==> src/rtl/sensor_emu_pkg.sv <==
// Shared types and constants for the sensor-emulator frame sequencer.
// Latency: n/a (declarations only).
// Backpressure: n/a.
package sensor_emu_pkg;

    typedef enum logic [2:0] {
        IDLE      = 3'd0,
        ARM_STOP  = 3'd1,
        ARM_START = 3'd2,
        ARM_WAIT  = 3'd3,
        FRAME     = 3'd4,
        GAP       = 3'd5,
        HALT      = 3'd6
    } seq_state_t;

    localparam logic [1:0] SEL_F0  = 2'd1;
    localparam logic [1:0] SEL_F1  = 2'd2;
    localparam logic [1:0] SEL_ALT = 2'd3;

    localparam int ERR_CFG = 0;
    localparam int ERR_TMO = 1;

endpackage

==> src/rtl/sensor_emu_frame_gate.sv <==
// Gates the pattern stream into frames: pass-through enable, beat counter, TLAST.
// Latency: zero-cycle combinational pass-through of data/valid/ready.
// Backpressure: sink ready flows straight back to the streamer; stalled when not enabled.
module sensor_emu_frame_gate #(
    parameter int PATTERN_WIDTH = 32
) (
    input  logic                     clk,
    input  logic                     resetn,
    input  logic                     en,
    input  logic [31:0]              frame_len,
    input  logic [PATTERN_WIDTH-1:0] in_tdata,
    input  logic                     in_tvalid,
    output logic                     in_tready,
    output logic [PATTERN_WIDTH-1:0] out_tdata,
    output logic                     out_tvalid,
    input  logic                     out_tready,
    output logic                     out_tlast,
    output logic                     beat,
    output logic                     last_beat
);

    logic [31:0] beat_cnt;

    // Pass-through gated by the FRAME enable; TLAST on the final beat position.
    always_comb begin
        out_tvalid = en & in_tvalid;
        in_tready  = en & out_tready;
        out_tdata  = in_tdata;
        out_tlast  = en & (beat_cnt == frame_len - 32'd1);
        beat       = out_tvalid & out_tready;
        last_beat  = beat & out_tlast;
    end

    // Beat counter: held at zero outside FRAME so every frame starts at beat 0.
    always_ff @(posedge clk) begin
        if (!resetn) begin
            beat_cnt <= '0;
        end else if (!en || last_beat) begin
            beat_cnt <= '0;
        end else if (beat) begin
            beat_cnt <= beat_cnt + 32'd1;
        end
    end

endmodule

==> src/rtl/sensor_emu_frame_seq.sv <==
// Frame sequencer: arms the pattern streamer and slices its stream into gapped frames.
// Latency: first beat 4 cycles after RUN (ARM_STOP, ARM_START, ARM_WAIT, FRAME).
// Backpressure: AXIS ready passes straight through during FRAME; streamer stalled otherwise.
module sensor_emu_frame_seq
    import sensor_emu_pkg::*;
#(
    parameter int PATTERN_WIDTH = 32,
    parameter int ARM_TIMEOUT   = 255
) (
    input  logic                     clk,
    input  logic                     resetn,
    input  logic [31:0]              i_FRAME_LEN,
    input  logic [31:0]              i_GAP_CYCLES,
    input  logic [31:0]              i_FRAME_COUNT,
    input  logic [1:0]               i_FIFO_SEL,
    input  logic                     i_RUN_wstrobe,
    input  logic                     i_STOP_wstrobe,
    input  logic                     i_ABORT_wstrobe,
    output logic [1:0]               o_START,
    output logic                     o_START_wstrobe,
    output logic                     o_HARD_STOP_wstrobe,
    input  logic [1:0]               i_ACTIVE_FIFO,
    input  logic [PATTERN_WIDTH-1:0] AXIS_IN_TDATA,
    input  logic                     AXIS_IN_TVALID,
    output logic                     AXIS_IN_TREADY,
    output logic [PATTERN_WIDTH-1:0] AXIS_OUT_TDATA,
    output logic                     AXIS_OUT_TVALID,
    input  logic                     AXIS_OUT_TREADY,
    output logic                     AXIS_OUT_TLAST,
    output logic                     o_BUSY,
    output logic [31:0]              o_FRAMES_SENT,
    output logic [1:0]               o_ERROR
);

    seq_state_t  state, state_nxt;
    logic [1:0]  target, target_nxt;
    logic        alt, alt_nxt;
    logic [31:0] len, len_nxt, gap, gap_nxt, count, count_nxt;
    logic [31:0] frames, frames_nxt, gap_cnt, gap_cnt_nxt, tmo_cnt, tmo_cnt_nxt;
    logic [1:0]  err, err_nxt;
    logic        stop_pend, stop_pend_nxt;
    logic        beat, last_beat;

    sensor_emu_frame_gate #(.PATTERN_WIDTH(PATTERN_WIDTH)) u_gate (
        .clk        (clk),
        .resetn     (resetn),
        .en         (state == FRAME),
        .frame_len  (len),
        .in_tdata   (AXIS_IN_TDATA),
        .in_tvalid  (AXIS_IN_TVALID),
        .in_tready  (AXIS_IN_TREADY),
        .out_tdata  (AXIS_OUT_TDATA),
        .out_tvalid (AXIS_OUT_TVALID),
        .out_tready (AXIS_OUT_TREADY),
        .out_tlast  (AXIS_OUT_TLAST),
        .beat       (beat),
        .last_beat  (last_beat)
    );

    assign o_BUSY        = (state != IDLE);
    assign o_FRAMES_SENT = frames;
    assign o_ERROR       = err;

    // Next-state, register updates and streamer command strobes.
    always_comb begin
        state_nxt           = state;
        target_nxt          = target;
        alt_nxt             = alt;
        len_nxt             = len;
        gap_nxt             = gap;
        count_nxt           = count;
        frames_nxt          = frames;
        gap_cnt_nxt         = gap_cnt;
        tmo_cnt_nxt         = tmo_cnt;
        err_nxt             = err;
        stop_pend_nxt       = stop_pend;
        o_START             = 2'd0;
        o_START_wstrobe     = 1'b0;
        o_HARD_STOP_wstrobe = 1'b0;

        case (state)
            IDLE: begin
                if (i_RUN_wstrobe) begin
                    len_nxt    = i_FRAME_LEN;
                    gap_nxt    = i_GAP_CYCLES;
                    count_nxt  = i_FRAME_COUNT;
                    alt_nxt    = (i_FIFO_SEL == SEL_ALT);
                    frames_nxt = '0;
                    err_nxt    = '0;
                    if (i_FRAME_LEN == 32'd0 || i_FIFO_SEL == 2'd0) begin
                        err_nxt[ERR_CFG] = 1'b1;
                    end else begin
                        target_nxt = (i_FIFO_SEL == SEL_F1) ? SEL_F1 : SEL_F0;
                        state_nxt  = ARM_STOP;
                    end
                end
            end
            ARM_STOP: begin
                o_HARD_STOP_wstrobe = 1'b1;
                state_nxt           = ARM_START;
            end
            ARM_START: begin
                o_START         = target;
                o_START_wstrobe = 1'b1;
                tmo_cnt_nxt     = '0;
                state_nxt       = ARM_WAIT;
            end
            ARM_WAIT: begin
                if (i_ACTIVE_FIFO == target) begin
                    state_nxt = FRAME;
                end else if (tmo_cnt + 32'd1 == 32'(ARM_TIMEOUT)) begin
                    err_nxt[ERR_TMO] = 1'b1;
                    state_nxt        = HALT;
                end else begin
                    tmo_cnt_nxt = tmo_cnt + 32'd1;
                end
            end
            FRAME: begin
                if (last_beat) begin
                    frames_nxt = frames + 32'd1;
                    if (stop_pend || i_STOP_wstrobe ||
                        (count != 32'd0 && frames + 32'd1 == count)) begin
                        state_nxt = HALT;
                    end else begin
                        if (alt) begin
                            target_nxt = (target == SEL_F0) ? SEL_F1 : SEL_F0;
                        end
                        if (gap != 32'd0) begin
                            gap_cnt_nxt = '0;
                            state_nxt   = GAP;
                        end else if (alt) begin
                            state_nxt = ARM_STOP;
                        end
                    end
                end else if (i_STOP_wstrobe) begin
                    stop_pend_nxt = 1'b1;
                end
            end
            GAP: begin
                if (gap_cnt == gap - 32'd1) begin
                    state_nxt = alt ? ARM_STOP : FRAME;
                end else begin
                    gap_cnt_nxt = gap_cnt + 32'd1;
                end
            end
            HALT: begin
                o_START             = 2'd0;
                o_START_wstrobe     = 1'b1;
                o_HARD_STOP_wstrobe = 1'b1;
                stop_pend_nxt       = 1'b0;
                state_nxt           = IDLE;
            end
            default: state_nxt = IDLE;
        endcase

        // Abort always wins; stop outside FRAME halts without starting another frame.
        if (state != IDLE && state != HALT) begin
            if (i_ABORT_wstrobe) begin
                state_nxt = HALT;
            end else if (i_STOP_wstrobe && state != FRAME) begin
                stop_pend_nxt = 1'b1;
                state_nxt     = HALT;
            end
        end
    end

    // State and configuration registers.
    always_ff @(posedge clk) begin
        if (!resetn) begin
            state     <= IDLE;
            target    <= 2'd0;
            alt       <= 1'b0;
            len       <= '0;
            gap       <= '0;
            count     <= '0;
            frames    <= '0;
            gap_cnt   <= '0;
            tmo_cnt   <= '0;
            err       <= '0;
            stop_pend <= 1'b0;
        end else begin
            state     <= state_nxt;
            target    <= target_nxt;
            alt       <= alt_nxt;
            len       <= len_nxt;
            gap       <= gap_nxt;
            count     <= count_nxt;
            frames    <= frames_nxt;
            gap_cnt   <= gap_cnt_nxt;
            tmo_cnt   <= tmo_cnt_nxt;
            err       <= err_nxt;
            stop_pend <= stop_pend_nxt;
        end
    end

endmodule

==> config.mk <==
export PLATFORM = sky130hd
export DESIGN_NAME = sensor_emu_frame_seq
export DESIGN_NICKNAME = d
export VERILOG_FILES = /design/src/rtl/sensor_emu_pkg.sv /design/src/rtl/sensor_emu_frame_gate.sv /design/src/rtl/sensor_emu_frame_seq.sv
export SDC_FILE = /design/constraint.sdc
export NUM_CORES = 1
export LEC_CHECK = 0
export ABC_AREA = 0
export CORE_ASPECT_RATIO = 0.75
export CORE_MARGIN = 5
export CORE_UTILIZATION = 60
export CTS_CLUSTER_DIAMETER = 50
export DETAILED_ROUTE_END_ITERATION = 12
export PLACE_DENSITY = 0.87
export SLEW_MARGIN = 25
export SYNTH_ARGS = -nofsm -noshare
export SYNTH_HDL_FRONTEND = slang
export SYNTH_SLANG_ARGS = --single-unit
==> constraint.sdc <==
create_clock -name clk -period 8.3 [get_ports clk]
set_input_delay 1.245 -clock clk [delete_from_list [all_inputs] [get_ports clk]]
set_output_delay 1.245 -clock clk [all_outputs]
set_load 0.05 [all_outputs]
==> results of run 1 <==
## synth_stat cells, drive strengths merged (16+ instances only)
library cell,count
and4,17
nor3,50
a31oi,26
nand3,65
nand4,54
and2,22
a21oi,201
nand2,316
nand3b,16
a211oi,16
xor2,69
o31ai,21
nor4,67
and3,29
nor2,134
or4,35
clkbuf,114
o21ai,64
dfxtp,233
buf,47
xnor2,105
or3,41
inv,21
## power by group through the flow
stage | clock network [mW] | registers [mW] | logic (mW)
global route | 1.33 | 1.41 | 1.54
CTS | 1.28 | 1.39 | 1.38
global placement | 0 | 1.41 | 1.33
finish | 1.27 | 1.40 | 1.42
floorplan | 0 | 1.35 | 1.10
detailed placement | 0 | 1.42 | 1.37
## cells by family after synthesis
logic type | after synthesis | synth area share (%)
compound gates | 428 | 18.2
xor+xnor | 174 | 10.6
fa+ha+maj | 7 | 0.608
buf+inv | 182 | 5.75
flops | 233 | 32.4
mux | 10 | 0.704
simple gates | 899 | 31.8
## layout by cell type, fill, tap and decap left out, types with 29 or more instances in the layout
| cell type | synthesis | layout |
|---|---|---|
| dfxtp_1 | 233 | 233 |
| o21ai_0 | 63 | 62 |
| or4_1 | 35 | 35 |
| nand2_1 | 316 | 315 |
| clkdlybuf4s50_1 | 0 | 148 |
| or3_1 | 38 | 38 |
| and3_1 | 29 | 29 |
| xor2_1 | 69 | 69 |
| nand4_1 | 54 | 54 |
| nor3_1 | 49 | 48 |
| xnor2_1 | 105 | 105 |
| a21oi_1 | 201 | 201 |
| nor4_1 | 62 | 61 |
| nor2_1 | 134 | 134 |
| nand3_1 | 64 | 63 |
## layout make-up
class / instances / area share [%]
Clock buffer: 35 / 4.37
Clock inverter: 16 / 1.37
Inverter: 21 / 0.489
Multi-Input combinational cell: 1518 / 53.9
Sequential cell: 233 / 28.0
Tap cell: 306 / 2.30
Timing Repair Buffer: 159 / 9.52
## routing by layer
metal  wire [um]  vias to the layer above
li1            -                     6997
met1       18300                     6907
met3        3890                       85
met2       18300                      677
met5           0                        -
met4         947                        0
## state kept, by name, indices dropped and copies added, names as in the netlist, 3 cells and up
name             flops
gap_cnt             32
tmo_cnt             32
u_gate.beat_cnt     32
len                 32
gap                 32
o_FRAMES_SENT       32
state                3
count               32
## tightest hold or removal path, cell delays in order, from the launching register on
cell,delay [ps]
dfxtp_1,330
nand2_1,60
a21oi_1,50
## per-stage QoR
stage               power [mW]  worst slack [ps]  cells  hold WS (ps)  utilization [%]
finish                    4.08              2920   2288           485             69.9
detailed placement        2.78              3480   2236           477             65.7
floorplan                 2.46              4120   1933           450                -
global route              4.29              2540   2288           514             69.9
global placement          2.74              3590   2236           461             65.7
CTS                       4.05              2930   2287           483             69.7
## worst paths after layout
check / cells after the start / to / from
worst min-delay path: 2 / count[17] / count[17]
worst min register to register: 2 / count[17] / count[17]
worst max-delay path: 8 / AXIS_OUT_TLAST / len[2]
worst max register to register: 11 / gap_cnt[7] / len[2]
==> flow_metrics.env, run 1 <==
export IMPL_syn_num_nets=2079
export IMPL_fin_worst_skew_ps=10.5
export IMPL_p_seq_share_pct=34.3
export IMPL_p_int_mw=2.57
export IMPL_min_period_ps=5380
export IMPL_die_w_um=189
export IMPL_post_route_cells_drive_above_1_share_pct=4.64
export IMPL_slew_headroom_pct=33.5
export IMPL_crit_arrival_ps=4130
export IMPL_hold_path_class="reg -> reg"
export IMPL_clockBufferDepth=3
export IMPL_hold_viol=0
export IMPL_switching_share_pct=37.1
export IMPL_netlist_top_cells_area="dfxtp_1 (32%), nand2_1 (8.2%), a21oi_1 (7.0%), xnor2_1 (6.4%), xor2_1 (4.2%)"
export IMPL_switching_power_mw=1.51
export IMPL_die_y_um=144
export IMPL_synth_edf_count=0
export IMPL_max_cap_violations=0
export IMPL_layout_nets=2107
export IMPL_fp_row_count=49
export IMPL_period_share_pct=64.8
export IMPL_antenna_found_initial=0
export IMPL_run_status="completed"
export IMPL_worstSetupStartpointType="flip-flop"
export IMPL_cts_htree_levels=1
export IMPL_grt_max_degree=100
export IMPL_synth_ff_type="dfxtp_1"
export IMPL_multiInputGateArea_mm2=0.00897
export IMPL_via_count=14700
export IMPL_slew_violations=0
export IMPL_syn_instance_count=1933
export IMPL_place_gp_congestion=0.960
export IMPL_grt_pass1_wl_um=67500
export IMPL_clock_fmax_mhz=186
export IMPL_cts_buffers=28
export IMPL_drc=0
export IMPL_dp_hpwl_um=28900
export IMPL_core_mm2=0.0238
export IMPL_met1_usage_pct=41.3
export IMPL_first_pass_iters=5
export IMPL_avgRoutedWirePerCell_um=18.1
export IMPL_setup_viol=0
export IMPL_cts_sinks=233
export IMPL_cts_tree="built"
export IMPL_required_ps=7050
export IMPL_post_dp_cell_area_mm2=0.0156
export IMPL_synth_top_cell_area_share_pct=32.4
export IMPL_rsz0062_at_grt="false"
export IMPL_cts_resized=0
export IMPL_area_growth_pct=15.5
export IMPL_clock_latency_ps=550
export IMPL_crit_family="simple AND/OR/NAND/NOR gates"
export IMPL_cts_root_buffer="clkbuf_16"
export IMPL_end_kind="output port"
export IMPL_post_cts_repair_setup_buffers=0
export IMPL_syn_area_per_cell_um2=7.45
export IMPL_path_cells="nor4_2 > nand4_1 > or3_4 > a2111oi_2 > o22ai_1 > a311o_1 > nor2_1 > clkdlybuf4s50_1"
export IMPL_peakVddDrop_mv=0.223
export IMPL_rrSetupSlack_ps=3430
export IMPL_worst_pin_slew_ps=989
export IMPL_placement_io_buffers=148
export IMPL_path_clk_slew_ps=60
export IMPL_critical_path_class="reg -> out"
export IMPL_pin_count=213
export IMPL_synth_warnings=0
export IMPL_grt_usage_pct=29.1
export IMPL_grtUsageMet3_pct=5.14
export IMPL_crit_path_max_fanout=6
export IMPL_ys_ff_latch=233
export IMPL_drtIter0Drc=1598
export IMPL_post_synth_top_area_cell="dfxtp_1"
export IMPL_busiest_layer="met2"
export IMPL_antennaDiodeCount=0
export IMPL_synth_cell_types=75
export IMPL_slowest_delay_ps=830
export IMPL_fill_cells=1935
export IMPL_combPwrFrac_pct=34.7
export IMPL_overflow=0
export IMPL_viasPerCell=6.41
export IMPL_ys_async_sr_fraction_pct=0
export IMPL_hold_buffers=0
export IMPL_syn_cell_area_mm2=0.0144
export IMPL_grt_use_met2_pct=46.0
export IMPL_ant_nets=0
export IMPL_seq_area_frac_synth_pct=32.4
export IMPL_dieArea_mm2=0.0272
export IMPL_pwr_share_clk_pct=31.0
export IMPL_fin_area_mm2=0.0166
export IMPL_power_leakage_nw=5.53
export IMPL_crit_buf_inv=1
export IMPL_start_util_pct=60.6
export IMPL_power_density_mw_per_mm2=245
export IMPL_slowest_stage="clkdlybuf4s50_1"
export IMPL_wirelength_um=41400
export IMPL_grt_pass1_vias=13600
export IMPL_fin_tns_setup_ps=0
export IMPL_regArea_mm2=0.00466
Note: power is estimated with default switching activity, not from simulation.
==> run 2, diff against run 1 <==
--- a/config.mk
+++ b/config.mk
@@ -8,10 +8,10 @@
 export ABC_AREA = 0
 export CORE_ASPECT_RATIO = 0.75
 export CORE_MARGIN = 5
-export CORE_UTILIZATION = 60
+export CORE_UTILIZATION = 56
 export CTS_CLUSTER_DIAMETER = 50
 export DETAILED_ROUTE_END_ITERATION = 12
-export PLACE_DENSITY = 0.87
+export PLACE_DENSITY = 0.82
 export SLEW_MARGIN = 25
 export SYNTH_ARGS = -nofsm -noshare
 export SYNTH_HDL_FRONTEND = slang
==> constraint.sdc (replaced) <==
create_clock -name clk -period 5.2 [get_ports clk]
set_input_delay 0.78 -clock clk [delete_from_list [all_inputs] [get_ports clk]]
set_output_delay 0.78 -clock clk [all_outputs]
set_load 0.05 [all_outputs]
==> flow_metrics.env, run 2 (synthesis results as in run 1) <==
export IMPL_power_leakage_nw=5.53
export IMPL_core_mm2=0.0251
export IMPL_pwr_share_clk_pct=29.4
export IMPL_start_util_pct=57.3
export IMPL_r2r_cells=11
export IMPL_pre_cts_ws_ps=627
export IMPL_cts_tree="built"
export IMPL_rrSetupSlack_ps=520
export IMPL_die_y_um=149
export IMPL_grt_max_degree=100
export IMPL_min_path_cells=2
export IMPL_cts_htree_levels=1
export IMPL_clockBufferDepth=3
export IMPL_hold_path_end="len[31]"
export IMPL_fin_tns_setup_ps=0
export IMPL_clock_fmax_mhz=206
export IMPL_first_pass_iters=5
export IMPL_place_inst=2276
export IMPL_clock_latency_ps=530
export IMPL_switching_power_mw=2.40
export IMPL_die_w_um=195
export IMPL_post_dp_cell_area_mm2=0.0157
export IMPL_hold_path_class="reg -> reg"
export IMPL_path_clk_slew_ps=60
export IMPL_viasPerCell=6.25
export IMPL_hold_start="len[31]"
export IMPL_required_ps=4420
export IMPL_p_seq_share_pct=35.0
export IMPL_fin_area_mm2=0.0166
export IMPL_hold_viol=0
export IMPL_drtIter0Drc=1456
export IMPL_cts_resized=0
export IMPL_whs_ps=481
export IMPL_place_gp_congestion=0.954
export IMPL_dp_hpwl_um=29100
export IMPL_fin_ws_ps=341
export IMPL_layout_nets=2113
export IMPL_combPwrFrac_pct=35.7
export IMPL_fin_worst_skew_ps=10.5
export IMPL_p_int_mw=3.98
export IMPL_rsz0062_at_grt="false"
export IMPL_cts_root_buffer="clkbuf_16"
export IMPL_cts_sinks=233
export IMPL_switching_share_pct=37.6
export IMPL_rr_startpoint="o_FRAMES_SENT[0]"
export IMPL_dieArea_mm2=0.0291
export IMPL_worstSetupStartpointType="flip-flop"
export IMPL_slew_violations=0
export IMPL_wirelength_um=41100
export IMPL_min_period_ps=4860
export IMPL_overflow=0
export IMPL_worst_pin_slew_ps=918
export IMPL_grt_usage_pct=26.9
export IMPL_avgRoutedWirePerCell_um=17.7
export IMPL_max_cap_violations=0
export IMPL_end_kind="output port"
export IMPL_hold_buffers=0
export IMPL_placement_io_buffers=148
export IMPL_grt_pass1_wl_um=67300
export IMPL_fp_row_count=50
export IMPL_antennaDiodeCount=0
export IMPL_setup_viol=0
export IMPL_final_common_cell="nand2_1"
export IMPL_peakVddDrop_mv=0.292
export IMPL_post_cts_repair_setup_buffers=0
export IMPL_via_count=14500
export IMPL_drc=0
export IMPL_post_route_cells_drive_above_1_share_pct=4.98
export IMPL_antenna_found_initial=2
export IMPL_run_status="completed"
export IMPL_power_density_mw_per_mm2=383
export IMPL_r2r_end="gap_cnt[8]"
export IMPL_slew_headroom_pct=38.3
export IMPL_ant_nets=0
export IMPL_crit_arrival_ps=4080
export IMPL_cts_buffers=26
export IMPL_period_share_pct=93.5
export IMPL_pin_count=213
export IMPL_power_total_mw=6.38
export IMPL_final_cell_mix="nand2_1 (315), dfxtp_1 (233), a21oi_1 (201), clkdlybuf4s50_1 (148), nor2_1 (134)"
export IMPL_critical_path_class="reg -> out"
export IMPL_finish_utilization_pct=66.2
export IMPL_area_growth_pct=15.6
export IMPL_fin_cells=2325
export IMPL_crit_path_max_fanout=7
export IMPL_grt_pass1_vias=13400
-- run 2: cell count changes in the layout (fill, tap and decap cells not counted), sizes merged --
cell / before / now
buf: 11 / 19
bufinv: 5 / 2
clkinv: 10 / 8
clkinvlp: 0 / 2
-- run 2: cell type report --
type | instances | area, um2
well taps | 338 | 423
inverters | 21 | 81.3
fillers | 2176 | 8500
clock buffers | 35 | 746
clock inverters | 13 | 130
repair buffers | 167 | 1640
flip-flops and latches | 233 | 4660
multi-input cells | 1518 | 8960
-- run 2: worst max path at each step --
stage | startpoint | endpoint | cells after the start
after global routing | len[8] | AXIS_OUT_TLAST | 8
after global placement | o_FRAMES_SENT[0] | gap_cnt[8] | 11
after floorplan | o_FRAMES_SENT[0] | gap_cnt[8] | 12
final | len[8] | AXIS_OUT_TLAST | 8
after detailed placement | o_FRAMES_SENT[0] | gap_cnt[8] | 11
after CTS | len[8] | AXIS_OUT_TLAST | 8
-- run 2: power by group through the flow --
stage / registers, mW / clock network [mW] / logic [mW]
floorplan: 2.16 / 0 / 1.76
global placement: 2.25 / 0 / 2.16
detailed placement: 2.26 / 0 / 2.20
CTS: 2.22 / 1.89 / 2.21
global route: 2.26 / 1.98 / 2.49
finish: 2.23 / 1.87 / 2.27
-- run 2: worst max-delay path, stage by stage, from the launching register on --
cell and delay, ps:
dfxtp_1 370, nor4_1 520, nand4_1 340, or3_4 480, a2111oi_2 220, o22ai_1 140
a311o_1 430, nor2_1 210, clkdlybuf4s50_1 840
-- run 2: metal layers --
| metal | GRT usage (%) | part of all wire [%] |
|---|---|---|
| met4 | 5.93 | 2.0 |
| met3 | 4.63 | 7.8 |
| met1 | 38.1 | 46 |
| met5 | 0 | 0.051 |
| met2 | 43.1 | 45 |
